$ cat src/rtl/uart_pkg.sv
// Shared UART definitions: FSM state encodings and frame constants used by
// both the transmitter and the receiver.
package uart_pkg;

    typedef enum logic [2:0] {
        ST_IDLE      = 3'd0,
        ST_START_BIT = 3'd1,
        ST_DATA_BITS = 3'd2,
        ST_STOP_BIT  = 3'd3,
        ST_BREAK     = 3'd4
    } uart_state_t;

    localparam int   DATA_BITS  = 8;
    localparam logic STOP_LEVEL = 1'b1;
    localparam int   BAUD_CNT_W = 16;
    localparam int   BIT_IDX_W  = $clog2(DATA_BITS);

endpackage

$ cat src/rtl/uart_sync.sv
// Multi-flop synchroniser for an asynchronous single-bit input; the reset
// value is a parameter so an idle-high line does not look active after reset.
module uart_sync #(
    parameter logic RST_VAL = 1'b1,
    parameter int   STAGES  = 2
) (
    input  logic clk,
    input  logic reset,
    input  logic d,
    output logic q
);

    logic [STAGES-1:0] stage_reg;

    always_ff @(posedge clk) begin
        if (!reset) begin
            stage_reg <= {STAGES{RST_VAL}};
        end else begin
            stage_reg <= {stage_reg[STAGES-2:0], d};
        end
    end

    assign q = stage_reg[STAGES-1];

endmodule

$ cat src/rtl/uart_rx.sv
// UART receiver: 8N1 frame, mid-bit sampling from a baud counter, one-cycle
// valid / framing-error pulses, and a BREAK state for a held-low line.
module uart_rx
    import uart_pkg::*;
#(
    parameter int CLKS_PER_BIT = 16
) (
    input  logic                 clk,
    input  logic                 reset,
    input  logic                 rx,
    output logic [DATA_BITS-1:0] data,
    output logic                 rx_valid,
    output logic                 rx_busy,
    output logic                 frame_err
);

    localparam logic [BAUD_CNT_W-1:0] HALF_LAST = BAUD_CNT_W'(CLKS_PER_BIT / 2 - 1);
    localparam logic [BAUD_CNT_W-1:0] BIT_LAST  = BAUD_CNT_W'(CLKS_PER_BIT - 1);
    localparam logic [BIT_IDX_W-1:0]  IDX_LAST  = BIT_IDX_W'(DATA_BITS - 1);

    logic                  rx_s;
    uart_state_t           state_reg;
    logic [BAUD_CNT_W-1:0] baud_cnt_reg;
    logic [BIT_IDX_W-1:0]  bit_idx_reg;
    logic [DATA_BITS-1:0]  shift_reg;
    logic [DATA_BITS-1:0]  data_reg;
    logic                  rx_valid_reg;
    logic                  frame_err_reg;

    uart_sync #(
        .RST_VAL (1'b1),
        .STAGES  (2)
    ) u_sync (
        .clk   (clk),
        .reset (reset),
        .d     (rx),
        .q     (rx_s)
    );

    always_ff @(posedge clk) begin
        if (!reset) begin
            state_reg     <= ST_IDLE;
            baud_cnt_reg  <= '0;
            bit_idx_reg   <= '0;
            shift_reg     <= '0;
            data_reg      <= '0;
            rx_valid_reg  <= 1'b0;
            frame_err_reg <= 1'b0;
        end else begin
            rx_valid_reg  <= 1'b0;
            frame_err_reg <= 1'b0;
            case (state_reg)
                ST_IDLE: begin
                    baud_cnt_reg <= '0;
                    if (!rx_s) begin
                        state_reg <= ST_START_BIT;
                    end
                end
                ST_START_BIT: begin
                    if (baud_cnt_reg == HALF_LAST) begin
                        baud_cnt_reg <= '0;
                        // A start bit that is gone by mid-bit was a glitch.
                        if (!rx_s) begin
                            state_reg   <= ST_DATA_BITS;
                            bit_idx_reg <= '0;
                        end else begin
                            state_reg <= ST_IDLE;
                        end
                    end else begin
                        baud_cnt_reg <= baud_cnt_reg + 1'b1;
                    end
                end
                ST_DATA_BITS: begin
                    if (baud_cnt_reg == BIT_LAST) begin
                        baud_cnt_reg           <= '0;
                        shift_reg[bit_idx_reg] <= rx_s;
                        bit_idx_reg            <= bit_idx_reg + 1'b1;
                        if (bit_idx_reg == IDX_LAST) begin
                            state_reg <= ST_STOP_BIT;
                        end
                    end else begin
                        baud_cnt_reg <= baud_cnt_reg + 1'b1;
                    end
                end
                ST_STOP_BIT: begin
                    if (baud_cnt_reg == BIT_LAST) begin
                        baud_cnt_reg <= '0;
                        // Leaving at mid-stop leaves half a bit to catch an immediate next start.
                        if (rx_s == STOP_LEVEL) begin
                            data_reg     <= shift_reg;
                            rx_valid_reg <= 1'b1;
                            state_reg    <= ST_IDLE;
                        end else begin
                            frame_err_reg <= 1'b1;
                            state_reg     <= ST_BREAK;
                        end
                    end else begin
                        baud_cnt_reg <= baud_cnt_reg + 1'b1;
                    end
                end
                ST_BREAK: begin
                    baud_cnt_reg <= '0;
                    if (rx_s) begin
                        state_reg <= ST_IDLE;
                    end
                end
                default: begin
                    state_reg    <= ST_IDLE;
                    baud_cnt_reg <= '0;
                end
            endcase
        end
    end

    assign data      = data_reg;
    assign rx_valid  = rx_valid_reg;
    assign frame_err = frame_err_reg;
    assign rx_busy   = (state_reg != ST_IDLE);

endmodule

$ cat config.mk
export PLATFORM = sky130hd
export DESIGN_NAME = uart_rx
export DESIGN_NICKNAME = d
export VERILOG_FILES = /design/src/rtl/uart_pkg.sv /design/src/rtl/uart_sync.sv /design/src/rtl/uart_rx.sv
export SDC_FILE = /design/constraint.sdc
export NUM_CORES = 1
export LEC_CHECK = 0
export BUFFER_PORTS_ARGS = -buffer_cell sky130_fd_sc_hd__buf_4
export CAP_MARGIN = 15
export CORE_ASPECT_RATIO = 0.7
export CORE_UTILIZATION = 55
export CTS_BUF_LIST = sky130_fd_sc_hd__clkbuf_16
export DETAILED_ROUTE_END_ITERATION = 10
export PLACE_DENSITY = 0.84
export SLEW_MARGIN = 20
export SYNTH_ARGS = -nofsm -noshare
export SYNTH_HDL_FRONTEND = slang
export SYNTH_SLANG_ARGS = --single-unit
$ cat constraint.sdc
create_clock -name clk -period 2.1 [get_ports clk]
set_input_delay 0.42 -clock clk [delete_from_list [all_inputs] [get_ports clk]]
set_output_delay 0.42 -clock clk [all_outputs]
set_load 0.01 [all_outputs]
==> impl_metrics.toml <==
[placed_design]
gp_congestion = 0.887
dp_slack_ps = 190
place_hpwl_microns = 3050
portBuffers = 13
placed_cell_area_sq_um = 2190

[die]
start_util_pct = 57.7
core_sq_um = 3510
die_h_microns = 52.8
row_count = 18
design.die.area_sq_um = 3930
io_pins = 14
fp.dieW_microns = 74.5

[worst_setup_path]
cp_cell_sequence = "nor4_2 -> nand4_2 -> buf_4 -> or3_1 -> a21oi_1"
crit_path_max_fanout = 17
critPathKind = "flop to flop"
cp_slowest_cell = "nor4_2"
worstPathArrival_ps = 2160
max_stage_delay_ps = 430
cp.required_ps = 2310
endpoint_kind = "flop"
critPathLaunchType = "flop"

[drt]
drtPass1Iterations = 5
vias_per_cell = 6.15
drc_errors = 0
routed_wl_microns = 4490
ant_nets = 0
drtIter0Drc = 211
vias = 1850
post_drt_wl_per_cell_microns = 14.9

[cells_and_area]
drive_gt1_share_pct = 14.7
nets = 256
area_growth_pct = 14.9
stdcell_area_sq_um = 2330
largest_reg_flops = 16
antennaDiodeCount = 0

[sta]
rsz0062_at_grt = "false"
fin_setup_tns_ps = 0
setup_viol = 0
fmax_mhz = 515
min_period_ps = 1940
finalHoldViolations = 0
fin_crit_sh_pct = 92.5
tightestPinTransition_ps = 615
finalClockSkew_ps = 2.67
slew_violations = 0
maxSlewHeadroom_pct = 58.8
setup_ws_ps = 158

[power_and_ir_drop]
p_per_area_nw_per_um2 = 689
switchingPower_mw = 0.352
p_leak_nw = 0.776
p_seq_share_pct = 50.4
power.share.switching_pct = 21.9
intPower_mw = 1.25
pwr-share-comb_pct = 3.7
ir_drop_v = 0.000434
clkPwrFrac_pct = 45.9
total_power_mw = 1.60

[synthesis]
synthesis.nets = 240
synth.distinct_cells = 47
syn_inst = 234
ys_warn_count = 0
synth_enable_flop_cells = 0
ys.flop_type = "dfxtp_1"
syn_area_per_cell_sq_um = 8.66
seq_area_frac_synth_pct = 41.5
async_reset_ff_share_pct = 0
syn-cell-area_sq_um = 2030
ys_ff_latch = 42

[cts]
numCtsBuffers = 5
cts_resized = 0
cts_buffer_depth = 2
post_cts_buffers = 0
clk_latency_ps = 280
path_clk_slew_ps = 60
ctsHoldBuffers = 0
numClockSinks = 42
cts_tree = "done"
htree_levels = 2
clock-root-buffer = "clkbuf_16"

[global_route]
gr-total-overflow = 0
antenna_found_initial = 0
grt_pass1_wl_microns = 7250
grt_max_degree = 18
grtUsageTotal_pct = 24.8
grt_pass1_vias = 1532

[worst_hold_path]
min_path_type = "input pin to flop"

[run]
max_cap_violations = 0

[run_status]
outcome = "finished clean"
final timing paths:
kind         slack, ps             endpoint                start  depth (start not counted)
max                160         shift_reg[6]      baud_cnt_reg[9]                          5
min                320  u_sync.stage_reg[0]                   rx                          2
max reg2reg        160         shift_reg[6]      baud_cnt_reg[9]                          5
min reg2reg        420  u_sync.stage_reg[1]  u_sync.stage_reg[0]                          1
placed cells by master, fill, tap and decap left out, types with 4 or more instances in the layout:
cell,count
a211oi_1,4
a21oi_1,17
buf_4,24
clkbuf_16,5
dfxtp_1,42
inv_1,4
nand2_1,21
nand2b_1,4
nand3_1,16
nand4_1,9
nor2_1,4
nor3_1,16
o21ai_0,19
or3_1,11
xnor2_1,6
xor2_1,5
logic make-up after synthesis:
| logic type | Yosys count | synth area share [%] |
|---|---|---|
| multiplexers | 1 | 0.494 |
| adder cells (fa/ha/maj) | 3 | 1.85 |
| XOR/XNOR | 11 | 4.76 |
| AND/OR/NAND/NOR | 104 | 30.5 |
| flip-flops | 42 | 41.5 |
| buffers and inverters | 19 | 4.63 |
| AO/OA/AOI/OAI | 54 | 16.2 |
final cells by class:
cell class                 count  area [sq um]
inverter                       4          15.0
multi-input combinational    173          1090
clock buffer                   5           125
tap                           50          62.6
timing repair buffer          24           180
clock inverter                 3          12.5
fill                         303          1190
sequential                    42           841
cell usage after synthesis, types with 3 or more instances:
| master | n | share of area, % |
|---|---|---|
| xor2_1 | 5 | 2.2 |
| inv_1 | 3 | 0.56 |
| o21ai_0 | 19 | 4.7 |
| buf_2 | 6 | 1.5 |
| and3_1 | 3 | 0.93 |
| a21oi_1 | 17 | 4.2 |
| nor2b_1 | 3 | 0.93 |
| clkbuf_1 | 6 | 1.1 |
| ha_1 | 3 | 1.9 |
| nor2_1 | 4 | 0.74 |
| nor3b_1 | 3 | 1.1 |
| nand2_1 | 21 | 3.9 |
| dfxtp_1 | 42 | 42 |
| or3_1 | 11 | 3.4 |
| xnor2_1 | 6 | 2.6 |
| nand4_1 | 9 | 2.8 |
| a211oi_1 | 4 | 1.5 |
| nor3_1 | 16 | 4.0 |
| nand2b_1 | 4 | 1.2 |
| nand3_1 | 16 | 4.0 |
power groups by stage:
stage          clock, mW  combinational (mW)  sequential [mW]
6_report           0.736              0.0595            0.808
5_1_grt            0.778              0.0642            0.808
4_1_cts            0.738              0.0593            0.808
3_5_place_dp           0              0.0590            0.825
3_3_place_gp           0              0.0568            0.825
2_1_floorplan          0              0.0425            0.820
routing by layer:
layer,GRT usage (%),share of wire [%]
met5,0,0
met1,37.3,50
met3,6.54,6.4
met4,7.86,1.4
met2,33.3,42
critical path: cells and delay by family (launching register included):
family	cells	cell delay, ps
AND/OR/NAND/NOR	3	1090
flip-flops	1	350
buffers and inverters	1	280
AO/OA/AOI/OAI	1	160
metrics by stage:
step | instances | utilization [%] | hold slack, ps
after floorplan | 234 | - | 386
after global placement | 293 | 62.3 | 388
after detailed placement | 293 | 62.3 | 411
after CTS | 301 | 66.2 | 316
after global routing | 301 | 66.2 | 315
final | 301 | 66.2 | 322
(Power assumes the default switching activity.)
